<file path="src/rtl/multicycle_ctrl_if.sv">
// Control bundle between the multicycle control unit and its datapath.
// The controller takes the master side: it reads opcode/zero/imem_ready
// and drives every enable and mux select. The datapath takes the slave side.
interface multicycle_ctrl_if #(
    parameter int OPW = 6
);
    logic [OPW-1:0] opcode;
    logic           zero;
    logic           imem_ready;
    logic           imem_req;
    logic           ir_en;
    logic           pc_en;
    logic           pc_src;
    logic           we3;
    logic           wd_src;
    logic [2:0]     alu_op;
    logic           z_load;
    logic           halted;
    logic [2:0]     state;

    modport master (
        input  opcode,
        input  zero,
        input  imem_ready,
        output imem_req,
        output ir_en,
        output pc_en,
        output pc_src,
        output we3,
        output wd_src,
        output alu_op,
        output z_load,
        output halted,
        output state
    );

    modport slave (
        output opcode,
        output zero,
        output imem_ready,
        input  imem_req,
        input  ir_en,
        input  pc_en,
        input  pc_src,
        input  we3,
        input  wd_src,
        input  alu_op,
        input  z_load,
        input  halted,
        input  state
    );
endinterface

</file>
<file path="src/rtl/multicycle_ctrl.sv">
// Main control unit of the multicycle CPU. Sequences each instruction
// through fetch, decode, execute, write-back and jump phases and holds
// off in FETCH for as many instruction-memory wait states as needed.
//
// state  | meaning
// -------+-------------------------------------------------------------
// FETCH  | request instruction; on imem_ready load IR and bump PC
// DECODE | register file operand read; pick next phase from opcode class
// EXEC   | ALU operation, zero flag loaded
// WB     | register file write (ALU result or immediate)
// JUMP   | conditional/unconditional PC load from jump target
// HALT   | everything idle until reset
module multicycle_ctrl #(
    parameter int OPW = 6
) (
    input  logic               clk,
    input  logic               reset,
    multicycle_ctrl_if.master  bus
);

    typedef enum logic [2:0] {
        FETCH  = 3'd0,
        DECODE = 3'd1,
        EXEC   = 3'd2,
        WB     = 3'd3,
        JUMP   = 3'd4,
        HALT   = 3'd5
    } state_t;

    localparam logic [1:0] CLS_ALU  = 2'b00;
    localparam logic [1:0] CLS_LIMM = 2'b01;
    localparam logic [1:0] CLS_JMP  = 2'b10;

    localparam logic [1:0] JMP_J   = 2'b00;
    localparam logic [1:0] JMP_JZ  = 2'b01;
    localparam logic [1:0] JMP_JNZ = 2'b10;
    localparam logic [1:0] JMP_NOP = 2'b11;

    state_t     state_q;
    state_t     state_d;

    // Instruction attributes captured during the instruction so WB does not
    // depend on what the IR bits look like after the execute phase.
    logic       is_limm_q;
    logic [2:0] alu_op_q;

    logic [1:0] op_cls;
    logic [2:0] op_func;
    logic       op_halt;
    logic       jump_taken;

    logic       imem_req_c;
    logic       ir_en_c;
    logic       pc_en_c;
    logic       pc_src_c;
    logic       we3_c;
    logic       wd_src_c;
    logic [2:0] alu_op_c;
    logic       z_load_c;
    logic       halted_c;

    assign op_cls  = bus.opcode[OPW-1:OPW-2];
    assign op_func = bus.opcode[2:0];
    assign op_halt = (bus.opcode == {OPW{1'b1}});

    // Jump condition evaluated against the flag left by the last ALU EXEC.
    always_comb begin
        jump_taken = 1'b0;
        case (op_func[1:0])
            JMP_J:   jump_taken = 1'b1;
            JMP_JZ:  jump_taken = bus.zero;
            JMP_JNZ: jump_taken = ~bus.zero;
            default: jump_taken = 1'b0;
        endcase
    end

    // State register.
    always_ff @(posedge clk or negedge reset) begin
        if (!reset) begin
            state_q <= FETCH;
        end else begin
            state_q <= state_d;
        end
    end

    // Per-instruction attributes: write-data source at DECODE, ALU code at EXEC.
    always_ff @(posedge clk or negedge reset) begin
        if (!reset) begin
            is_limm_q <= 1'b0;
            alu_op_q  <= 3'd0;
        end else begin
            if (state_q == DECODE) begin
                is_limm_q <= (op_cls == CLS_LIMM);
            end
            if (state_q == EXEC) begin
                alu_op_q <= op_func;
            end
        end
    end

    // Next-state and control outputs for the current state.
    always_comb begin
        state_d    = state_q;
        imem_req_c = 1'b0;
        ir_en_c    = 1'b0;
        pc_en_c    = 1'b0;
        pc_src_c   = 1'b0;
        we3_c      = 1'b0;
        wd_src_c   = 1'b0;
        alu_op_c   = 3'd0;
        z_load_c   = 1'b0;
        halted_c   = 1'b0;

        case (state_q)
            FETCH: begin
                imem_req_c = 1'b1;
                if (bus.imem_ready) begin
                    ir_en_c = 1'b1;
                    pc_en_c = 1'b1;
                    state_d = DECODE;
                end
            end

            DECODE: begin
                case (op_cls)
                    CLS_ALU:  state_d = EXEC;
                    CLS_LIMM: state_d = WB;
                    CLS_JMP:  state_d = (op_func[1:0] == JMP_NOP) ? FETCH : JUMP;
                    default:  state_d = op_halt ? HALT : FETCH;
                endcase
            end

            EXEC: begin
                alu_op_c = op_func;
                z_load_c = 1'b1;
                state_d  = WB;
            end

            WB: begin
                we3_c    = 1'b1;
                wd_src_c = is_limm_q;
                alu_op_c = is_limm_q ? 3'd0 : alu_op_q;
                state_d  = FETCH;
            end

            JUMP: begin
                if (jump_taken) begin
                    pc_en_c  = 1'b1;
                    pc_src_c = 1'b1;
                end
                state_d = FETCH;
            end

            HALT: begin
                halted_c = 1'b1;
            end

            default: begin
                state_d = FETCH;
            end
        endcase
    end

    // Reset gates every output so nothing strobes the datapath while held,
    // including a combinational fetch that would otherwise see imem_ready.
    always_comb begin
        bus.imem_req = reset & imem_req_c;
        bus.ir_en    = reset & ir_en_c;
        bus.pc_en    = reset & pc_en_c;
        bus.pc_src   = reset & pc_src_c;
        bus.we3      = reset & we3_c;
        bus.wd_src   = reset & wd_src_c;
        bus.alu_op   = reset ? alu_op_c : 3'd0;
        bus.z_load   = reset & z_load_c;
        bus.halted   = reset & halted_c;
        bus.state    = reset ? state_q : 3'd0;
    end

endmodule

</file>
<file path="src/flat_wrapper.sv">
// flat-port wrapper written by rule: the top's interface ports become plain ports
module multicycle_ctrl_flat 
#(
    parameter int OPW = 6
)
  (clk, reset, bus_opcode, bus_zero, bus_imem_ready, bus_imem_req, bus_ir_en, bus_pc_en, bus_pc_src, bus_we3, bus_wd_src, bus_alu_op, bus_z_load, bus_halted, bus_state);
  multicycle_ctrl_if #(.OPW(OPW)) bus_i ();
  input  logic clk;
  input  logic reset;
  input wire logic [$bits(bus_i.opcode)-1:0] bus_opcode;
  input wire logic [$bits(bus_i.zero)-1:0] bus_zero;
  input wire logic [$bits(bus_i.imem_ready)-1:0] bus_imem_ready;
  output wire logic [$bits(bus_i.imem_req)-1:0] bus_imem_req;
  output wire logic [$bits(bus_i.ir_en)-1:0] bus_ir_en;
  output wire logic [$bits(bus_i.pc_en)-1:0] bus_pc_en;
  output wire logic [$bits(bus_i.pc_src)-1:0] bus_pc_src;
  output wire logic [$bits(bus_i.we3)-1:0] bus_we3;
  output wire logic [$bits(bus_i.wd_src)-1:0] bus_wd_src;
  output wire logic [$bits(bus_i.alu_op)-1:0] bus_alu_op;
  output wire logic [$bits(bus_i.z_load)-1:0] bus_z_load;
  output wire logic [$bits(bus_i.halted)-1:0] bus_halted;
  output wire logic [$bits(bus_i.state)-1:0] bus_state;
  assign bus_i.opcode = bus_opcode;
  assign bus_i.zero = bus_zero;
  assign bus_i.imem_ready = bus_imem_ready;
  assign bus_imem_req = bus_i.imem_req;
  assign bus_ir_en = bus_i.ir_en;
  assign bus_pc_en = bus_i.pc_en;
  assign bus_pc_src = bus_i.pc_src;
  assign bus_we3 = bus_i.we3;
  assign bus_wd_src = bus_i.wd_src;
  assign bus_alu_op = bus_i.alu_op;
  assign bus_z_load = bus_i.z_load;
  assign bus_halted = bus_i.halted;
  assign bus_state = bus_i.state;
  multicycle_ctrl #(.OPW(OPW)) u_core (.clk(clk), .reset(reset), .bus(bus_i));
endmodule
</file>
<file path="config.mk">
export PLATFORM = sky130hd
export DESIGN_NAME = multicycle_ctrl_flat
export DESIGN_NICKNAME = d
export VERILOG_FILES = /design/src/rtl/multicycle_ctrl_if.sv /design/src/rtl/multicycle_ctrl.sv /design/src/flat_wrapper.sv
export SDC_FILE = /design/constraint.sdc
export NUM_CORES = 1
export LEC_CHECK = 0
export ABC_CLOCK_PERIOD_IN_PS = 3150
export BUFFER_PORTS_ARGS = -buffer_cell sky130_fd_sc_hd__buf_2
export CORE_AREA = 2 2 39 41
export CTS_CLUSTER_DIAMETER = 80
export CTS_CLUSTER_SIZE = 16
export DETAILED_ROUTE_END_ITERATION = 10
export DIE_AREA = 0 0 41 43
export PLACE_DENSITY_LB_ADDON = 0.05
export SLEW_MARGIN = 25
export SYNTH_ARGS = -nofsm -noshare
export SYNTH_HDL_FRONTEND = slang
export SYNTH_SLANG_ARGS = --single-unit
</file>
<file path="constraint.sdc">
create_clock -name clk -period 3.15 [get_ports clk]
set_input_delay 0 -clock clk [delete_from_list [all_inputs] [get_ports clk]]
set_output_delay 0 -clock clk [all_outputs]
set_load 0.05 [all_outputs]
</file>
==> results.yml, run 1 <==
logic_synthesis:
  synth_largest_type_area_fraction_pct: 34.6
  nets_in_the_synthesized_netlist: 70
  count_of_flip_flops_with_a_built_in_enable_after_synthesis: 0
  synth_cell_type_count: 27
  synth_area_per_cell_um2: 8.45
  netlist_top_cells_count: "sky130_fd_sc_hd__nor2_1 (9), sky130_fd_sc_hd__dfrtp_1 (7), sky130_fd_sc_hd__nand2_1 (6)"
  most_common_cell_in_the_netlist: "sky130_fd_sc_hd__nor2_1"
  post_syn_instances: 60
  synth-async-reset-ratio_pct: 100
  post-synth-top-area-cell: "sky130_fd_sc_hd__dfrtp_1"
  synthTopCellsByArea: "sky130_fd_sc_hd__dfrtp_1 (35%), sky130_fd_sc_hd__nor2_1 (6.7%), sky130_fd_sc_hd__mux2_2 (6.7%)"
  synth_seq_cells: 7
  synth_sequential_area_ratio_pct: 34.6
  ys_dominant_reg_cell: "sky130_fd_sc_hd__dfrtp_1"
  ys.warnings.count: 0
  syn_area_um2: 507
min_path:
  tightest_hold_check_type: "in -> reg"
  hold_path_stages: 2
  hold_path.startpoint: "bus_opcode[2]"
worst_setup_path:
  worstSetupPathDepth: 6
  worst-r2r-cell-count: 3
  cell_seen_most_often_among_critical_path_stages: "sky130_fd_sc_hd__buf_2"
  crit_path_end_kind: "output pin"
  critical_path.startpoint_type: "input port"
  cpLargestDelayFamily: "buffers and inverters"
  worst-endpoint-required_ns: 3.15
  critical_path.max_fanout: 13
  crit_arrival_ns: 1.55
  timing_worst_setup_path_type: "in -> out"
  timing.rr.start: "u_core.state_q[0]"
  timing.critical_path.from: "reset"
  worstPathBufferInverterCount: 3
  slowest_stage: "sky130_fd_sc_hd__dlygate4sd3_1"
  crit_path_max_incr_delay_ns: 0.52
  crit_path_cell_trace: "dlygate4sd3_1 -> buf_2 -> nor2b_2 -> and3_2 -> and2_1 -> buf_2"
route:
  wirelength_um: 1190
  dr.pass1.iters: 2
  detail_route.wl_per_cell_um: 11.5
  drt-vias-per-instance: 4.85
  drt_first_iter_violations: 6
  detailroute.via_count: 500
  final_antenna_net_count: 0
  drc: 0
global_routing:
  groute.usage.overall_pct: 15.9
  gr-total-overflow: 0
  first_global_vias: 415
  grt_antenna_before_repair: 0
  grt_start_max_net_pins: 14
  wire_length_of_the_first_global_routing_pass_um: 1790
sta:
  timing.clock.skew_ns: 0.00398
  drv_slew: 0
  final-setup-viol-count: 0
  final_period_util_pct: 49.3
  finalHoldViolCount: 0
  worst_slew_pin_slew_ns: 0.401
  rsz_0062_raised_after_global_routing: "false"
  holdWs_ns: 0.0160
  setup_tns_ns: 0
  fmaxAchievable_mhz: 644
  max_slew_margin_pct: 73.3
  worst_slack_ns: 1.60
  final.min_clock_period_ns: 1.55
pwr:
  share_seq_of_total_power_pct: 32.0
  power_switching_w: 0.000283
  leakage_nw: 0.355
  power_per_cell_area_mw_per_mm2: 856
  pwr-share-comb_pct: 53.8
  vdd_ir_drop_max_v: 0.000369
  swShare_pct: 49.0
  cell_internal_pwr_w: 0.000294
  pwr-share-clk_pct: 14.2
cts:
  cts_resized: 0
  clk_path_buf_depth: 2
  clock_tree_from_tritoncts: "done"
  h-tree-depth: 1
  clkSinkCount: 7
  ctsRootBufferMaster: "sky130_fd_sc_hd__clkbuf_4"
  worstSkewPairLatency_ns: 0.25
  clkTransAtPathRegs_ns: 0.05
  cts_buffers: 3
flow_run:
  max_cap_violations: 0
die:
  floorplan.initialDensity_pct: 36.6
  die_area_mm2: 0.00176
  die_height_um: 43
  die_x_um: 41
  fp-row-count: 14
  core_area_mm2: 0.00138
  io_pins: 24
place:
  dp_slack_ns: 1.82
  gp_congestion: 0.768
  dp_hpwl_um: 900
  placed_cell_area_um2: 627
  buffer_ports.inserted: 23
finish:
  num_antenna_cells: 0
  area.sequential_um2: 175
  flow.area_growth_from_synthesis_pct: 32.8
  design_area_um2: 673
  num-fill-cells: 144
  drive_above_1_share_pct: 40.2
  finalNetCount: 98
  multi_input_area_um2: 305
status:
  run_status: "finished clean"
-- state kept, by name, summed over array words and instances, names as in the netlist --
| register | count |
|---|---|
| u_core.alu_op_q | 3 |
| u_core.state_q | 3 |
| u_core.is_limm_q | 1 |
-- power by group through the flow --
stage	combinational, W	clock, W	sequential [W]
6_report	0.000310	0.0000816	0.000184
5_1_grt	0.000335	0.0000915	0.000191
4_1_cts	0.000313	0.0000839	0.000184
3_5_place_dp	0.000310	0	0.000186
3_3_place_gp	0.000313	0	0.000187
2_1_floorplan	0.000288	0	0.000151
-- layer usage --
metal | vias to the layer above | global-route usage, % | routed length, µm
met3 | 2 | 4.71 | 63
met5 | - | 0 | 0
li1 | 258 | - | -
met4 | 0 | 14.0 | 17
met2 | 14 | 20.3 | 551
met1 | 226 | 20.5 | 555
-- stage by stage --
| stage | power (W) | utilization [%] | std cells |
|---|---|---|---|
| after detailed placement | 0.000497 | 45.3 | 97 |
| after floorplan | 0.000439 | - | 60 |
| after global placement | 0.000500 | 45.3 | 97 |
| after CTS | 0.000582 | 48.6 | 103 |
| final | 0.000576 | 48.6 | 103 |
| after global routing | 0.000618 | 48.6 | 103 |
-- kinds of logic after synthesis --
| kind of cell | count (synthesis) | share of synthesized area [%] |
|---|---|---|
| flops | 7 | 34.6 |
| simple gates | 32 | 36.1 |
| mux | 5 | 10.6 |
| buf+inv | 5 | 5.18 |
| compound gates | 11 | 13.6 |
-- worst paths after layout --
path | endpoint | slack, ns
setup / recovery | bus_wd_src | 1.60
hold / removal | u_core.alu_op_q[2] | 0.02
setup reg to reg | u_core.alu_op_q[0] | 1.81
hold reg to reg | u_core.alu_op_q[2] | 0.51
max in group asynchronous | u_core.alu_op_q[2] | 2.80
min in group asynchronous | u_core.is_limm_q | 0.14
-- timing repair --
item	in CTS	in global routing
setup buffers	0	0
hold buffers	2	0
endpoints found under the setup margin	0	0
hold endpoints to repair	8	0
-- cell usage in the layout (no fill, tap or decap) --
master	synthesis	routed
sky130_fd_sc_hd__o41ai_1	1	1
sky130_fd_sc_hd__mux2i_1	2	2
sky130_fd_sc_hd__nor2b_2	1	1
sky130_fd_sc_hd__nand4_1	1	1
sky130_fd_sc_hd__a21oi_1	4	4
sky130_fd_sc_hd__o21a_1	1	1
sky130_fd_sc_hd__nand2b_2	1	1
sky130_fd_sc_hd__clkbuf_4	0	3
sky130_fd_sc_hd__nor2_1	9	9
sky130_fd_sc_hd__and2b_1	1	1
sky130_fd_sc_hd__nor3_1	1	1
sky130_fd_sc_hd__and2_1	2	2
sky130_fd_sc_hd__o21ai_0	2	2
sky130_fd_sc_hd__and3_2	1	1
sky130_fd_sc_hd__a211o_1	1	1
sky130_fd_sc_hd__dfrtp_1	7	7
sky130_fd_sc_hd__mux2_2	3	3
sky130_fd_sc_hd__and2_2	1	1
sky130_fd_sc_hd__nor2b_1	3	3
sky130_fd_sc_hd__clkbuf_1	0	1
sky130_fd_sc_hd__nand2b_4	1	1
sky130_fd_sc_hd__or2_0	1	1
sky130_fd_sc_hd__and3_1	2	2
sky130_fd_sc_hd__a31oi_1	1	1
sky130_fd_sc_hd__inv_1	3	3
sky130_fd_sc_hd__dlygate4sd3_1	0	2
sky130_fd_sc_hd__buf_2	0	23
sky130_fd_sc_hd__o211ai_1	1	1
sky130_fd_sc_hd__nand2_1	6	6
sky130_fd_sc_hd__nor2_4	1	1
-- layout make-up --
class / instances / area share (%)
inverter: 3 / 1.67
timing repair buffer: 25 / 20.1
tap: 16 / 2.97
sequential: 7 / 26.0
multi-input combinational: 48 / 45.4
clock buffer: 4 / 3.90
Power figures use the tool's default switching activity.
==> run 2, diff against run 1 <==
- ABC_CLOCK_PERIOD_IN_PS: 3150 -> 1550
- clock period: 3.15 -> 1.55 ns (I/O delays scaled with it)
==> results.yml, run 2 (synthesis gave the netlist of run 1 again) <==
min_path:
  hold_path.startpoint: "bus_opcode[1]"
  hold_path_stages: 2
  tightest_hold_check_type: "in -> reg"
  hold-path-endpoint: "u_core.alu_op_q[1]"
cts:
  worstSkewPairLatency_ns: 0.25
  h-tree-depth: 1
  clkSinkCount: 7
  clock_tree_from_tritoncts: "done"
  clkTransAtPathRegs_ns: 0.05
  postCtsSetupRepairBufs: 0
  ctsRootBufferMaster: "sky130_fd_sc_hd__clkbuf_4"
  clk_path_buf_depth: 2
  cts_buffers: 3
global_routing:
  wire_length_of_the_first_global_routing_pass_um: 1890
  groute.usage.overall_pct: 17.0
  grt_antenna_before_repair: 0
  first_global_vias: 427
  gr-total-overflow: 0
  grt_start_max_net_pins: 13
worst_setup_path:
  rr_endpoint: "u_core.alu_op_q[1]"
  critical_path.max_fanout: 10
  crit_arrival_ns: 1.45
  r2r_slack_ns: 0.34
  worst-r2r-cell-count: 3
  timing.rr.start: "u_core.state_q[1]"
  critical_path.startpoint_type: "register"
  timing_worst_setup_path_type: "reg -> out"
  worst-endpoint-required_ns: 1.55
  crit_path_end_kind: "output pin"
finish:
  layout.cells.most_common_list: "sky130_fd_sc_hd__buf_2 (23), sky130_fd_sc_hd__nor2_1 (9), sky130_fd_sc_hd__nand2_1 (6), sky130_fd_sc_hd__dfrtp_1 (6), sky130_fd_sc_hd__a21oi_1 (4)"
  top_regs: "u_core.alu_op_q: 3 flops, u_core.state_q: 3 flops, u_core.is_limm_q: 1 flops"
  layout_commonest_cell: "sky130_fd_sc_hd__buf_2"
  flow.area_growth_from_synthesis_pct: 39.0
  finalNetCount: 101
  num_antenna_cells: 0
  drive_above_1_share_pct: 43.3
pwr:
  share_seq_of_total_power_pct: 28.6
  leakage_nw: 0.369
  vdd_ir_drop_max_v: 0.000764
  p_total_w: 0.00121
  power_switching_w: 0.000588
  pwr-share-clk_pct: 13.8
  pwr-share-comb_pct: 57.6
  power_per_cell_area_mw_per_mm2: 1720
  swShare_pct: 48.6
  cell_internal_pwr_w: 0.000621
sta:
  final.min_clock_period_ns: 1.45
  setup_tns_ns: 0
  rsz_0062_raised_after_global_routing: "false"
  final_period_util_pct: 93.7
  fmaxAchievable_mhz: 689
  max_slew_margin_pct: 82.1
  finalHoldViolCount: 0
  drv_slew: 0
  worst_slew_pin_slew_ns: 0.268
  timing.clock.skew_ns: 0.00194
  final-setup-viol-count: 0
route:
  dr.pass1.iters: 4
  drt_first_iter_violations: 11
  drt-vias-per-instance: 4.79
  drc: 0
  detail_route.wl_per_cell_um: 11.4
  final_antenna_net_count: 0
  wirelength_um: 1210
  detailroute.via_count: 508
die:
  core_area_mm2: 0.00138
  io_pins: 24
  floorplan.initialDensity_pct: 36.6
  die_area_mm2: 0.00176
  die_x_um: 41
  die_height_um: 43
  fp-row-count: 14
status:
  run_status: "finished clean"
place:
  buffer_ports.inserted: 23
  gp_congestion: 0.666
  dp_hpwl_um: 908
flow_run:
  max_cap_violations: 0
==> run 2: cell types whose count changed in the layout (fill, tap and decap cells not counted), sizes merged <==
| cell | change |
|---|---|
| buf | +2 |
| dlygate4sd3 | +1 |
==> run 2: repair_timing <==
item / 4_1_cts / 5_1_grt
hold endpoints to repair: 9 / 0
endpoints found under the setup margin: 0 / 2
resized for setup: 0 / 1
hold buffers: 3 / 0
==> run 2: worst max-delay path by stage <==
| stage | cells after the start | slack, ns | from | to |
|---|---|---|---|---|
| 6_report | 4 | 0.1 | u_core.state_q[2] | bus_wd_src |
| 5_1_grt | 4 | 0.03 | u_core.state_q[2] | bus_wd_src |
| 4_1_cts | 4 | 0.04 | u_core.state_q[2] | bus_wd_src |
| 3_5_place_dp | 4 | 0.31 | u_core.state_q[2] | bus_wd_src |
| 3_3_place_gp | 4 | 0.35 | u_core.state_q[2] | bus_wd_src |
| 2_1_floorplan | 4 | 0.09 | u_core.state_q[2] | bus_wd_src |
==> run 2: worst max-delay path: stages, from the launching register on <==
cell and delay [ns]:
sky130_fd_sc_hd__dfrtp_2 0.48, sky130_fd_sc_hd__nor2b_2 0.16, sky130_fd_sc_hd__and3_2 0.19, sky130_fd_sc_hd__and2_1 0.11
sky130_fd_sc_hd__buf_2 0.25
==> run 2: metrics by stage <==
stage          setup WS [ns]  hold slack [ns]  std cells  utilization (%)  cell area, µm²
4_1_cts               0.0351           0.0516        106             50.8             703
3_3_place_gp           0.351          -0.0575         99             46.7             647
5_1_grt               0.0276           0.0517        106             50.9             704
2_1_floorplan         0.0933           -0.296         60                -             512
3_5_place_dp           0.313          -0.0538         99             46.7             647
6_report              0.0977           0.0542        106             50.9             704
==> run 2: final cells by class <==
cell class / instances / area [µm²]
sequential: 7 / 176
clock buffer: 4 / 26.3
fill: 144 / 679
inverter: 3 / 11.3
timing repair buffer: 28 / 160
tap: 16 / 20.0
multi-input combinational: 48 / 310
==> run 2: power by group through the flow <==
| stage | combinational (W) | clock (W) | sequential, W |
|---|---|---|---|
| 2_1_floorplan | 0.000591 | 0 | 0.000309 |
| 3_3_place_gp | 0.000699 | 0 | 0.000346 |
| 3_5_place_dp | 0.000694 | 0 | 0.000346 |
| 4_1_cts | 0.000702 | 0.000173 | 0.000344 |
| 5_1_grt | 0.000761 | 0.000184 | 0.000360 |
| 6_report | 0.000696 | 0.000166 | 0.000346 |
==> run 2: metal layers <==
layer	up-vias	share of wire, %	global-route usage, %
met2	21	47	22.2
li1	263	-	-
met3	2	6.1	4.71
met4	0	1.2	12.0
met1	222	45	23.1
met5	-	0	0
